## src/rtl/decode_queue_pkg.sv

```systemverilog
// Shared types and decode tables for the buffered RV32 decode stage.
// A table row matches when (ir & IR_MASK) == IR_FRMT. Earlier rows win.
package decode_queue_pkg;

  typedef logic [4:0] RegAddr;

  typedef enum logic [2:0] {
    T_NONE, T_R, T_I, T_S, T_B, T_U, T_J, T_CSR
  } IrType;

  typedef enum logic [5:0] {
    OP_NOP,
    OP_LUI, OP_AUIPC, OP_JAL, OP_JALR,
    OP_BEQ, OP_BNE, OP_BLT, OP_BGE, OP_BLTU, OP_BGEU,
    OP_LB, OP_LH, OP_LW, OP_LBU, OP_LHU,
    OP_SB, OP_SH, OP_SW,
    OP_ADDI, OP_SLTI, OP_SLTIU, OP_XORI, OP_ORI, OP_ANDI,
    OP_SLLI, OP_SRLI, OP_SRAI,
    OP_ADD, OP_SUB, OP_SLL, OP_SLT, OP_SLTU, OP_XOR, OP_SRL, OP_SRA, OP_OR, OP_AND,
    OP_FENCE, OP_ECALL, OP_EBREAK, OP_URET, OP_CSRRSI, OP_CSRRCI
  } IrOp;

  typedef struct packed {
    IrOp   op;
    IrType fmt;
    logic  useRs1;
    logic  useRs2;
    logic  useRd;
    logic  memRead;
    logic  memWrite;
    logic  ctrlFlow;
  } Signal;

  localparam Signal SIG_NOP = '0;

  typedef struct packed {
    IrOp   op;
    IrType fmt;
  } IrCtrl;

  localparam int NUM_IR = 43;

  localparam logic [31:0] M7  = 32'h0000_007f;
  localparam logic [31:0] M3  = 32'h0000_707f;
  localparam logic [31:0] M10 = 32'hfe00_707f;
  localparam logic [31:0] MF  = 32'hffff_ffff;

  localparam logic [31:0] IR_MASK [NUM_IR] = '{
    M7, M7, M7, M3,
    M3, M3, M3, M3, M3, M3,
    M3, M3, M3, M3, M3,
    M3, M3, M3,
    M3, M3, M3, M3, M3, M3,
    M10, M10, M10,
    M10, M10, M10, M10, M10, M10, M10, M10, M10, M10,
    M3, MF, MF, MF, M3, M3
  };

  localparam logic [31:0] IR_FRMT [NUM_IR] = '{
    32'h0000_0037, 32'h0000_0017, 32'h0000_006f, 32'h0000_0067,
    32'h0000_0063, 32'h0000_1063, 32'h0000_4063, 32'h0000_5063, 32'h0000_6063, 32'h0000_7063,
    32'h0000_0003, 32'h0000_1003, 32'h0000_2003, 32'h0000_4003, 32'h0000_5003,
    32'h0000_0023, 32'h0000_1023, 32'h0000_2023,
    32'h0000_0013, 32'h0000_2013, 32'h0000_3013, 32'h0000_4013, 32'h0000_6013, 32'h0000_7013,
    32'h0000_1013, 32'h0000_5013, 32'h4000_5013,
    32'h0000_0033, 32'h4000_0033, 32'h0000_1033, 32'h0000_2033, 32'h0000_3033,
    32'h0000_4033, 32'h0000_5033, 32'h4000_5033, 32'h0000_6033, 32'h0000_7033,
    32'h0000_000f, 32'h0000_0073, 32'h0010_0073, 32'h0020_0073, 32'h0000_6073, 32'h0000_7073
  };

  localparam IrCtrl IR_CTRL [NUM_IR] = '{
    '{OP_LUI, T_U}, '{OP_AUIPC, T_U}, '{OP_JAL, T_J}, '{OP_JALR, T_I},
    '{OP_BEQ, T_B}, '{OP_BNE, T_B}, '{OP_BLT, T_B}, '{OP_BGE, T_B}, '{OP_BLTU, T_B}, '{OP_BGEU, T_B},
    '{OP_LB, T_I}, '{OP_LH, T_I}, '{OP_LW, T_I}, '{OP_LBU, T_I}, '{OP_LHU, T_I},
    '{OP_SB, T_S}, '{OP_SH, T_S}, '{OP_SW, T_S},
    '{OP_ADDI, T_I}, '{OP_SLTI, T_I}, '{OP_SLTIU, T_I}, '{OP_XORI, T_I}, '{OP_ORI, T_I}, '{OP_ANDI, T_I},
    '{OP_SLLI, T_I}, '{OP_SRLI, T_I}, '{OP_SRAI, T_I},
    '{OP_ADD, T_R}, '{OP_SUB, T_R}, '{OP_SLL, T_R}, '{OP_SLT, T_R}, '{OP_SLTU, T_R},
    '{OP_XOR, T_R}, '{OP_SRL, T_R}, '{OP_SRA, T_R}, '{OP_OR, T_R}, '{OP_AND, T_R},
    '{OP_FENCE, T_NONE}, '{OP_ECALL, T_NONE}, '{OP_EBREAK, T_NONE}, '{OP_URET, T_NONE},
    '{OP_CSRRSI, T_CSR}, '{OP_CSRRCI, T_CSR}
  };

endpackage

```

## src/rtl/decode_queue_decode.sv

```systemverilog
// Purely combinational RV32 decoder: instruction word to control bundle,
// register indices, sign-extended immediate and illegal flag.
module rv_decode_comb
  import decode_queue_pkg::*;
#(
  parameter int XLEN      = 32,
  parameter int ECALL_RS1 = 17,
  parameter int ECALL_RS2 = 10,
  parameter int ECALL_RD  = 11
) (
  input  logic [31:0]     ir_i,
  output Signal           sig_o,
  output RegAddr          rs1_o,
  output RegAddr          rs2_o,
  output RegAddr          rd_o,
  output logic [XLEN-1:0] imm_o,
  output logic            illegal_o
);

  logic        hit;
  IrCtrl       ctrl;
  logic        isEcall;
  Signal       sig;
  logic [31:0] imm32;

  always_comb begin
    hit  = 1'b0;
    ctrl = '{OP_NOP, T_NONE};
    for (int i = 0; i < NUM_IR; i++) begin
      if (!hit && ((ir_i & IR_MASK[i]) == IR_FRMT[i])) begin
        hit  = 1'b1;
        ctrl = IR_CTRL[i];
      end
    end
  end

  assign isEcall = hit && (ctrl.op == OP_ECALL);

  // ECALL carries its syscall registers implicitly, so all three operands are flagged.
  always_comb begin
    sig = SIG_NOP;
    if (hit) begin
      sig.op       = ctrl.op;
      sig.fmt      = ctrl.fmt;
      sig.useRs1   = (ctrl.fmt inside {T_R, T_I, T_S, T_B}) || isEcall;
      sig.useRs2   = (ctrl.fmt inside {T_R, T_S, T_B}) || isEcall;
      sig.useRd    = (ctrl.fmt inside {T_R, T_I, T_U, T_J, T_CSR}) || isEcall;
      sig.memRead  = ctrl.op inside {OP_LB, OP_LH, OP_LW, OP_LBU, OP_LHU};
      sig.memWrite = (ctrl.fmt == T_S);
      sig.ctrlFlow = (ctrl.fmt inside {T_B, T_J}) || (ctrl.op == OP_JALR);
    end
  end

  always_comb begin
    case (sig.fmt)
      T_I:     imm32 = {{20{ir_i[31]}}, ir_i[31:20]};
      T_S:     imm32 = {{20{ir_i[31]}}, ir_i[31:25], ir_i[11:7]};
      T_B:     imm32 = {{19{ir_i[31]}}, ir_i[31], ir_i[7], ir_i[30:25], ir_i[11:8], 1'b0};
      T_U:     imm32 = {ir_i[31:12], 12'b0};
      T_J:     imm32 = {{11{ir_i[31]}}, ir_i[31], ir_i[19:12], ir_i[20], ir_i[30:21], 1'b0};
      default: imm32 = '0;
    endcase
  end

  assign sig_o     = sig;
  assign illegal_o = !hit;
  assign imm_o     = XLEN'($signed(imm32));
  assign rs1_o     = !sig.useRs1 ? '0 : (isEcall ? RegAddr'(ECALL_RS1) : ir_i[19:15]);
  assign rs2_o     = !sig.useRs2 ? '0 : (isEcall ? RegAddr'(ECALL_RS2) : ir_i[24:20]);
  assign rd_o      = !sig.useRd  ? '0 : (isEcall ? RegAddr'(ECALL_RD)  : ir_i[11:7]);

endmodule

```

## src/rtl/decode_queue.sv

```systemverilog
// Buffered decode stage: DEPTH-entry (pc, ir) FIFO with the head entry decoded,
// optional registered output stage, synchronous flush for redirects.
module decode_queue
  import decode_queue_pkg::*;
#(
  parameter int DEPTH     = 4,
  parameter int XLEN      = 32,
  parameter int OUT_REG   = 0,
  parameter int ECALL_RS1 = 17,
  parameter int ECALL_RS2 = 10,
  parameter int ECALL_RD  = 11
) (
  input  logic                       clk,
  input  logic                       rst_n,
  input  logic                       flush,
  input  logic                       in_valid,
  output logic                       in_ready,
  input  logic [XLEN-1:0]            in_pc,
  input  logic [31:0]                in_ir,
  output logic                       out_valid,
  input  logic                       out_ready,
  output logic [XLEN-1:0]            out_pc,
  output logic [31:0]                out_ir,
  output RegAddr                     out_rs1,
  output RegAddr                     out_rs2,
  output RegAddr                     out_rd,
  output logic [XLEN-1:0]            out_imm,
  output Signal                      out_sig,
  output logic                       out_illegal,
  output logic [$clog2(DEPTH+1)-1:0] count
);

  localparam int AW = $clog2(DEPTH);
  localparam int CW = $clog2(DEPTH+1);

  logic [XLEN-1:0] pcMemQ [DEPTH];
  logic [31:0]     irMemQ [DEPTH];
  logic [AW-1:0]   wrPtrQ, wrPtrD, rdPtrQ, rdPtrD;
  logic [CW-1:0]   countQ, countD;
  logic            push, popFifo, headValid;
  logic [XLEN-1:0] headPc, decImm;
  logic [31:0]     headIr;
  RegAddr          decRs1, decRs2, decRd;
  Signal           decSig;
  logic            decIllegal;

  logic            vRaw, illRaw;
  logic [XLEN-1:0] pcRaw, immRaw;
  logic [31:0]     irRaw;
  RegAddr          rs1Raw, rs2Raw, rdRaw;
  Signal           sigRaw;

  assign in_ready  = (countQ != CW'(DEPTH));
  assign headValid = (countQ != '0);
  assign headPc    = pcMemQ[rdPtrQ];
  assign headIr    = irMemQ[rdPtrQ];
  assign push      = in_valid && in_ready;
  assign count     = countQ;

  rv_decode_comb #(
    .XLEN(XLEN), .ECALL_RS1(ECALL_RS1), .ECALL_RS2(ECALL_RS2), .ECALL_RD(ECALL_RD)
  ) uDecode (
    .ir_i(headIr), .sig_o(decSig), .rs1_o(decRs1), .rs2_o(decRs2), .rd_o(decRd),
    .imm_o(decImm), .illegal_o(decIllegal)
  );

  // Flush wins over any push or pop at the same edge, dropping the offered word too.
  always_comb begin
    wrPtrD = wrPtrQ;
    rdPtrD = rdPtrQ;
    countD = countQ;
    if (flush) begin
      wrPtrD = '0;
      rdPtrD = '0;
      countD = '0;
    end else begin
      if (push)    wrPtrD = wrPtrQ + AW'(1);
      if (popFifo) rdPtrD = rdPtrQ + AW'(1);
      countD = countQ + CW'(push) - CW'(popFifo);
    end
  end

  always_ff @(posedge clk or negedge rst_n) begin
    if (!rst_n) begin
      wrPtrQ <= '0;
      rdPtrQ <= '0;
      countQ <= '0;
    end else begin
      wrPtrQ <= wrPtrD;
      rdPtrQ <= rdPtrD;
      countQ <= countD;
    end
  end

  always_ff @(posedge clk) begin
    if (push && !flush) begin
      pcMemQ[wrPtrQ] <= in_pc;
      irMemQ[wrPtrQ] <= in_ir;
    end
  end

  generate
    if (OUT_REG == 0) begin : gDirect
      assign popFifo = headValid && out_ready;
      assign vRaw    = headValid;
      assign pcRaw   = headPc;
      assign irRaw   = headIr;
      assign rs1Raw  = decRs1;
      assign rs2Raw  = decRs2;
      assign rdRaw   = decRd;
      assign immRaw  = decImm;
      assign sigRaw  = decSig;
      assign illRaw  = decIllegal;
    end else begin : gStaged
      logic            stValidQ, stIllegalQ, stLoad;
      logic [XLEN-1:0] stPcQ, stImmQ;
      logic [31:0]     stIrQ;
      RegAddr          stRs1Q, stRs2Q, stRdQ;
      Signal           stSigQ;

      // The stage refills whenever it is empty or being consumed, keeping full throughput.
      assign stLoad  = !stValidQ || out_ready;
      assign popFifo = stLoad && headValid;

      always_ff @(posedge clk or negedge rst_n) begin
        if (!rst_n) begin
          stValidQ   <= 1'b0;
          stPcQ      <= '0;
          stIrQ      <= '0;
          stRs1Q     <= '0;
          stRs2Q     <= '0;
          stRdQ      <= '0;
          stImmQ     <= '0;
          stSigQ     <= SIG_NOP;
          stIllegalQ <= 1'b0;
        end else if (flush) begin
          stValidQ   <= 1'b0;
          stPcQ      <= '0;
          stIrQ      <= '0;
          stRs1Q     <= '0;
          stRs2Q     <= '0;
          stRdQ      <= '0;
          stImmQ     <= '0;
          stSigQ     <= SIG_NOP;
          stIllegalQ <= 1'b0;
        end else if (stLoad) begin
          stValidQ   <= headValid;
          stPcQ      <= headPc;
          stIrQ      <= headIr;
          stRs1Q     <= decRs1;
          stRs2Q     <= decRs2;
          stRdQ      <= decRd;
          stImmQ     <= decImm;
          stSigQ     <= decSig;
          stIllegalQ <= decIllegal;
        end
      end

      assign vRaw   = stValidQ;
      assign pcRaw  = stPcQ;
      assign irRaw  = stIrQ;
      assign rs1Raw = stRs1Q;
      assign rs2Raw = stRs2Q;
      assign rdRaw  = stRdQ;
      assign immRaw = stImmQ;
      assign sigRaw = stSigQ;
      assign illRaw = stIllegalQ;
    end
  endgenerate

  // Outputs read as zero whenever nothing is presented, so stale storage never leaks out.
  assign out_valid   = vRaw;
  assign out_pc      = vRaw ? pcRaw  : '0;
  assign out_ir      = vRaw ? irRaw  : '0;
  assign out_rs1     = vRaw ? rs1Raw : '0;
  assign out_rs2     = vRaw ? rs2Raw : '0;
  assign out_rd      = vRaw ? rdRaw  : '0;
  assign out_imm     = vRaw ? immRaw : '0;
  assign out_sig     = vRaw ? sigRaw : SIG_NOP;
  assign out_illegal = vRaw && illRaw;

endmodule
```

## config.mk

```make
export PLATFORM = sky130hd
export DESIGN_NAME = decode_queue
export DESIGN_NICKNAME = d
export VERILOG_FILES = /design/src/rtl/decode_queue_pkg.sv /design/src/rtl/decode_queue_decode.sv /design/src/rtl/decode_queue.sv
export SDC_FILE = /design/constraint.sdc
export NUM_CORES = 1
export LEC_CHECK = 0
export CORE_MARGIN = 2
export CORE_UTILIZATION = 35
export CTS_CLUSTER_SIZE = 12
export DETAILED_ROUTE_END_ITERATION = 12
export HOLD_SLACK_MARGIN = 0.08
export PLACE_DENSITY = 0.59
export RECOVER_POWER = 25
export SLEW_MARGIN = 20
export SYNTH_ARGS = -nofsm -noshare
export SYNTH_HDL_FRONTEND = slang
export SYNTH_SLANG_ARGS = --single-unit
```

## constraint.sdc

```tcl
create_clock -name clk -period 5.2 [get_ports clk]
set_input_delay 1.04 -clock clk [delete_from_list [all_inputs] [get_ports clk]]
set_output_delay 1.04 -clock clk [all_outputs]
set_load 0.01 [all_outputs]
```

==> flow_summary.yaml, run 1 <==
placed_design:
  gp_congestion: 0.916
  post-place-ws_ns: 0.192
  placed_cells: 1373
  io_buffer_count: 200
  dpl.hpwl_mm: 19.5
layout:
  final_cell_mix: "edfxtp_1, clkdlybuf4s50_1, and2_1"
  drive_gt1_share_pct: 20.3
  area_growth_pct: 33.3
  fillCellCount: 2954
  multi_input_area_mm2: 0.00378
  seqCellArea_mm2: 0.00787
  final_net_count: 1054
  final_cells: 1447
  layout_commonest_cell: "edfxtp_1"
synth:
  synth_enable_flop_cells: 256
  synth-seq-cells: 263
  synth_area_per_cell_um2: 16.2
  syn-cell-area_mm2: 0.0118
  synth_cell_type_count: 74
  ys_seq_area_share_pct: 66.7
  synth_nets: 806
  synth-async-reset-ratio_pct: 2.66
  ys_warn_count: 0
  synthCells: 730
  ys.flop_type: "edfxtp_1"
drt:
  vias_per_cell: 5.11
  vias: 7391
  firstDrtPassIters: 4
  detail_route.iter0.violations: 479
  wl_per_cell_um: 20.9
  postRouteAntennaNets: 0
  totalWireLength_mm: 30.2
  drc: 0
clock_tree:
  cts_root_buf: "clkbuf_16"
  clockBufferDepth: 3
  insertion_delay_ns: 0.55
  cts_inserted_buffers: 28
  numClockSinks: 263
  clk_pin_slew_ns: 0.06
  cts_tree: "built"
  htree_levels: 1
  cts_hold_buf: 0
sta:
  setup_ws_ns: 0.134
  worst_pin_slew_ns: 1.05
  finalCritPeriodShare_pct: 97.4
  clock_skew_ns: 0.0304
  finalCriticalPeriod_ns: 5.07
  finalMaxSlewViolations: 0
  holdWs_ns: 0.588
  setup_viol_count_final: 0
  slew_headroom_pct: 29.8
  max_freq_ghz: 0.197
  hold_violations: 0
global_routing:
  grt_pass1_wl_mm: 46.0
  track_usage_pct: 16.8
  grt_pass1_vias: 7644
  antenna_found_initial: 6
  grt_max_degree: 65
  grt_remaining_overflow: 0
hold_path:
  holdCritStartpoint: "wrPtrQ[1]"
  hold_depth: 2
  hold_end: "wrPtrQ[1]"
  hold_path.class: "flop to flop"
worst_setup_path:
  startpoint_type: "flop"
  path_class: "flop to primary output"
  crit_fanout: 13
  cp-startpoint: "rdPtrQ[0]"
  required_ns: 4.16
  r2r-end: "count[2]"
  r2r_cells: 12
  arrival_ns: 4.03
  r2r-start: "count[1]"
  r2r_slack_ns: 1.74
  critPathCaptureType: "primary output"
die:
  initial_core_util_pct: 35.3
  die_area_mm2: 0.0352
  core_area_mm2: 0.0334
  pin_count: 201
  die_height_um: 188
  die_x_um: 188
  row_count: 67
power_and_ir_drop:
  vdd_drop_max_mv: 0.307
  p_leak_nw: 5.75
  powerDensity_mw_per_mm2: 452
run:
  max_cap_violations: 0
run_status:
  status: "finished clean"
-- layer usage --
layer / GRT usage [%] / part of all wire, % / vias up
li1: - / - / 3379
met1: 21.2 / 42 / 3688
met2: 28.5 / 48 / 273
met3: 4.75 / 7.6 / 45
met4: 4.45 / 2.1 / 6
met5: 0 / 0.14 / -
-- per-stage QoR --
step / utilization [%] / TNS, ns / instance area [µm²] / power [mW]
floorplan: - / 0 / 11800 / 4.01
global placement: 43.2 / 0 / 14400 / 5.14
detailed placement: 43.2 / 0 / 14400 / 5.13
CTS: 46.2 / 0 / 15400 / 7.12
global route: 47.1 / -0.00144 / 15700 / 7.47
finish: 47.1 / 0 / 15700 / 7.11
-- cell usage after synthesis, drive strengths merged (4+ instances only) --
cell,count,share of area [%]
nor3,16,0.90
o21ai,11,0.47
or3,5,0.27
and3,6,0.32
inv,15,0.48
xnor2,5,0.37
buf,23,1.3
a21oi,27,1.2
a21o,11,0.70
o211ai,6,0.38
nand2,35,1.1
and4,4,0.32
mux4,64,12
nor2,48,1.5
clkbuf,15,0.48
nor4,10,0.71
edfxtp,256,65
and2,74,3.9
ha,6,0.64
a32oi,7,0.52
a31oi,7,0.37
dfrtp,7,1.5
nor3b,6,0.42
nand3,7,0.34
nor2b,11,0.58
nand4,7,0.37
-- power breakdown --
part | total, mW | leakage (nW) | switching [mW] | internal (mW)
combinational | 2.68 | 2.91 | 1.37 | 1.31
sequential | 2.52 | 2.41 | 0.0468 | 2.47
clock | 1.90 | 0.425 | 0.774 | 1.13
total | 7.11 | 5.75 | 2.20 | 4.91
-- cells by family (layout without fill, tap and decap cells) --
family | count (synthesis) | count (layout) | share of synthesized area [%]
AOI/OAI and AO/OA | 90 | 90 | 5.27
xor gates and xnor gates | 7 | 7 | 0.520
adders and majority gates | 7 | 7 | 0.807
buffers and inverters | 54 | 321 | 2.32
DFF | 263 | 263 | 66.7
muxes | 64 | 64 | 12.3
other | 0 | 2 | 0
and+or+nand+nor | 245 | 245 | 12.1
-- flip-flops by register name, summed over array words and instances (netlist names) --
| signal | flops |
|---|---|
| wrPtrQ | 2 |
| count | 3 |
| pcMemQ | 128 |
| irMemQ | 128 |
| rdPtrQ | 2 |
-- layout make-up --
class | count | share of cell area [%]
antenna | 2 | 0.0318
inverter | 16 | 0.382
multi-input combinational | 413 | 24.1
timing repair buffer | 256 | 16.3
sequential | 263 | 50.1
clock buffer | 39 | 4.91
clock inverter | 10 | 0.685
tap | 448 | 3.57
-- worst max-delay path, stage by stage (launching register included) --
cell             delay (ns)
dfrtp_4                0.51
buf_12                 0.14
buf_4                  0.13
mux4_2                 0.52
buf_6                  0.18
nor3b_1                0.14
o211ai_1               0.18
a21oi_1                0.10
or3_1                  0.37
or3_1                  0.34
nand2_1                0.13
buf_6                  0.18
nor2_1                 0.06
clkdlybuf4s50_1        0.51
-- what timing repair did --
action,4_1_cts,5_1_grt
pin swaps,2,9
setup endpoints to repair,58,58
resized for setup,18,57
setup buffers,10,12
-- worst max-delay path by stage --
stage | cells past startpoint | slack, ns | to
2_1_floorplan | 11 | 1.18 | out_sig[2]
3_3_place_gp | 10 | 0.19 | out_sig[2]
4_1_cts | 11 | 0.002 | out_sig[0]
6_report | 13 | 0.13 | out_imm[2]
3_5_place_dp | 10 | 0.19 | out_rs2[3]
5_1_grt | 11 | -0.001 | out_rs2[2]
(Power assumes the default switching activity.)
==> inputs of run 2 (changes only) <==
--- a/config.mk
+++ b/config.mk
@@ -5,6 +5,7 @@
 export SDC_FILE = /design/constraint.sdc
 export NUM_CORES = 1
 export LEC_CHECK = 0
+export CORE_ASPECT_RATIO = 1.4
 export CORE_MARGIN = 2
 export CORE_UTILIZATION = 35
 export CTS_CLUSTER_SIZE = 12
@@ -12,6 +13,7 @@
 export HOLD_SLACK_MARGIN = 0.08
 export PLACE_DENSITY = 0.59
 export RECOVER_POWER = 25
+export SKIP_CTS_REPAIR_TIMING = 1
 export SLEW_MARGIN = 20
 export SYNTH_ARGS = -nofsm -noshare
 export SYNTH_HDL_FRONTEND = slang
==> constraint.sdc (replaced) <==
create_clock -name clk -period 6.4 [get_ports clk]
set_input_delay 1.28 -clock clk [delete_from_list [all_inputs] [get_ports clk]]
set_output_delay 1.28 -clock clk [all_outputs]
set_load 0.01 [all_outputs]
==> run 2 against run 1 <==
Net effect:
- register-to-register slack better by 1.4 ns
- clock power is 23% lower
- routed wire length is 0.17% lower
- clock-buffer cell count is 8 higher
- sequential power is 17% lower
- largest cell class unchanged
- critical path depth is 4 lower
==> flow_summary.yaml, run 2 (synthesis gave the netlist of run 1 again) <==
run_status:
  status: "finished clean"
clock_tree:
  insertion_delay_ns: 0.53
  clk_pin_slew_ns: 0.06
  cts_root_buf: "clkbuf_16"
  clockBufferDepth: 3
  cts_inserted_buffers: 26
  numClockSinks: 263
  htree_levels: 1
  cts_tree: "built"
power_and_ir_drop:
  power.switching_mw: 1.71
  p_int_mw: 3.82
  vdd_drop_max_mv: 0.245
  pwr-share-comb_pct: 35.8
  p_seq_share_pct: 37.6
  powerDensity_mw_per_mm2: 366
  p_leak_nw: 4.91
  clkPwrFrac_pct: 26.6
  swShare_pct: 30.9
placed_design:
  io_buffer_count: 200
  dpl_cell_area_mm2: 0.0142
  post-place-ws_ns: 0.982
  dpl.hpwl_mm: 19.9
  gp_congestion: 0.915
drt:
  detail_route.iter0.violations: 381
  vias_per_cell: 5.14
  vias: 7212
  postRouteAntennaNets: 0
  drc: 0
  firstDrtPassIters: 4
  wl_per_cell_um: 21.5
  totalWireLength_mm: 30.2
sta:
  setup_tns_ns: 0
  finalCriticalPeriod_ns: 6.00
  finalMaxSlewViolations: 0
  clock_skew_ns: 0.00612
  max_freq_ghz: 0.167
  finalCritPeriodShare_pct: 93.7
  setup_viol_count_final: 0
  worst_pin_slew_ns: 1.07
  slew_headroom_pct: 28.9
  hold_violations: 0
  rsz0062_at_grt: "false"
  setup_ws_ns: 0.402
die:
  row_count: 79
  die_height_um: 221
  initial_core_util_pct: 35.5
  core_area_mm2: 0.0332
  die_area_mm2: 0.0352
  die_x_um: 159
  pin_count: 201
layout:
  drive_gt1_share_pct: 13.8
  final_area_mm2: 0.0151
  final_net_count: 1010
  layout_commonest_cell: "edfxtp_1"
  fillCellCount: 2984
  area_growth_pct: 28.0
  final_cell_mix: "edfxtp_1, clkdlybuf4s50_1, and2_1"
hold_path:
  hold_path.class: "flop to flop"
run:
  max_cap_violations: 0
global_routing:
  grt_pass1_wl_mm: 45.9
  grt_pass1_vias: 7781
  antenna_found_initial: 6
  grt_remaining_overflow: 0
  grt_max_degree: 65
  track_usage_pct: 16.9
worst_setup_path:
  critPathCaptureType: "primary output"
  arrival_ns: 4.72
  path_class: "flop to primary output"
  startpoint_type: "flop"
  required_ns: 5.12
  crit_fanout: 20
## run 2: changes by cell type in the layout (fill, tap and decap cells not counted), moves of 6 or more
cell	previous run	this run
clkbuf_1	8	17
dlymetal6s2s_1	28	0
clkdlybuf4s50_1	121	157
dlygate4sd2_1	7	0
buf_4	47	13
clkinv_1	6	0
## run 2: metal layers
layer  up-vias  GRT usage [%]  part of all wire, %
met3        69           2.61                  5.4
met5         -              0                0.036
met1      3591           19.1                   38
li1       3285              -                    -
met2       265           31.3                   53
met4         2           7.60                  3.9
## run 2: path summary, 6_finish.rpt
path	slack, ns	start	to	cells past startpoint
max	0.40	rdPtrQ[0]	out_imm[29]	9
min	0.58	wrPtrQ[1]	wrPtrQ[1]	2
max reg2reg	3.16	count[1]	count[2]	12
min reg2reg	0.58	wrPtrQ[1]	wrPtrQ[1]	2
max in group asynchronous	5.01	rst_n	rdPtrQ[1]	1
min in group asynchronous	1.09	rst_n	rdPtrQ[0]	1
## run 2: power groups by stage
stage / Combinational (mW) / Clock (mW) / Sequential [mW]
6_report: 1.98 / 1.47 / 2.08
5_1_grt: 2.14 / 1.57 / 2.09
4_1_cts: 2.02 / 1.52 / 2.09
3_5_place_dp: 2.01 / 0 / 2.12
3_3_place_gp: 2.02 / 0 / 2.12
2_1_floorplan: 1.19 / 0 / 2.07
## run 2: layout make-up
class | count | area, µm² | share of cell area [%]
multi-input cells | 413 | 3660 | 24.3
flip-flops and latches | 263 | 7870 | 52.2
repair buffers | 214 | 2120 | 14.0
inverters | 16 | 60.1 | 0.398
well taps | 445 | 557 | 3.69
clock buffers | 47 | 781 | 5.17
diodes | 3 | 7.51 | 0.0498
clock inverters | 1 | 30.0 | 0.199
## run 2: critical path, stage by stage (launching register included)
cell and delay [ns]:
dfrtp_4 0.67, mux4_2 0.73, and3b_1 0.38, nand2_1 0.12
nand2_1 0.26, or3_1 0.48, a31oi_1 0.22, o2111a_1 0.61
a21o_1 0.15, clkdlybuf4s50_1 0.55
## run 2: through the flow
step / hold WS (ns) / utilization, % / std cells / power, mW
finish: 0.578 / 45.4 / 1402 / 5.53
floorplan: 0.536 / - / 730 / 3.26
CTS: 0.584 / 45.3 / 1398 / 5.63
global route: 0.603 / 45.4 / 1401 / 5.80
detailed placement: 0.575 / 42.9 / 1350 / 4.14
global placement: 0.565 / 42.9 / 1350 / 4.14
==> inputs of run 3 (changes only) <==
--- a/config.mk
+++ b/config.mk
@@ -14,6 +14,7 @@
 export PLACE_DENSITY = 0.59
 export RECOVER_POWER = 25
 export SKIP_CTS_REPAIR_TIMING = 1
+export SKIP_LAST_GASP = 1
 export SLEW_MARGIN = 20
 export SYNTH_ARGS = -nofsm -noshare
 export SYNTH_HDL_FRONTEND = slang
==> results of run 3 <==
Final layout, timing and power as in run 2 (identical DEF).
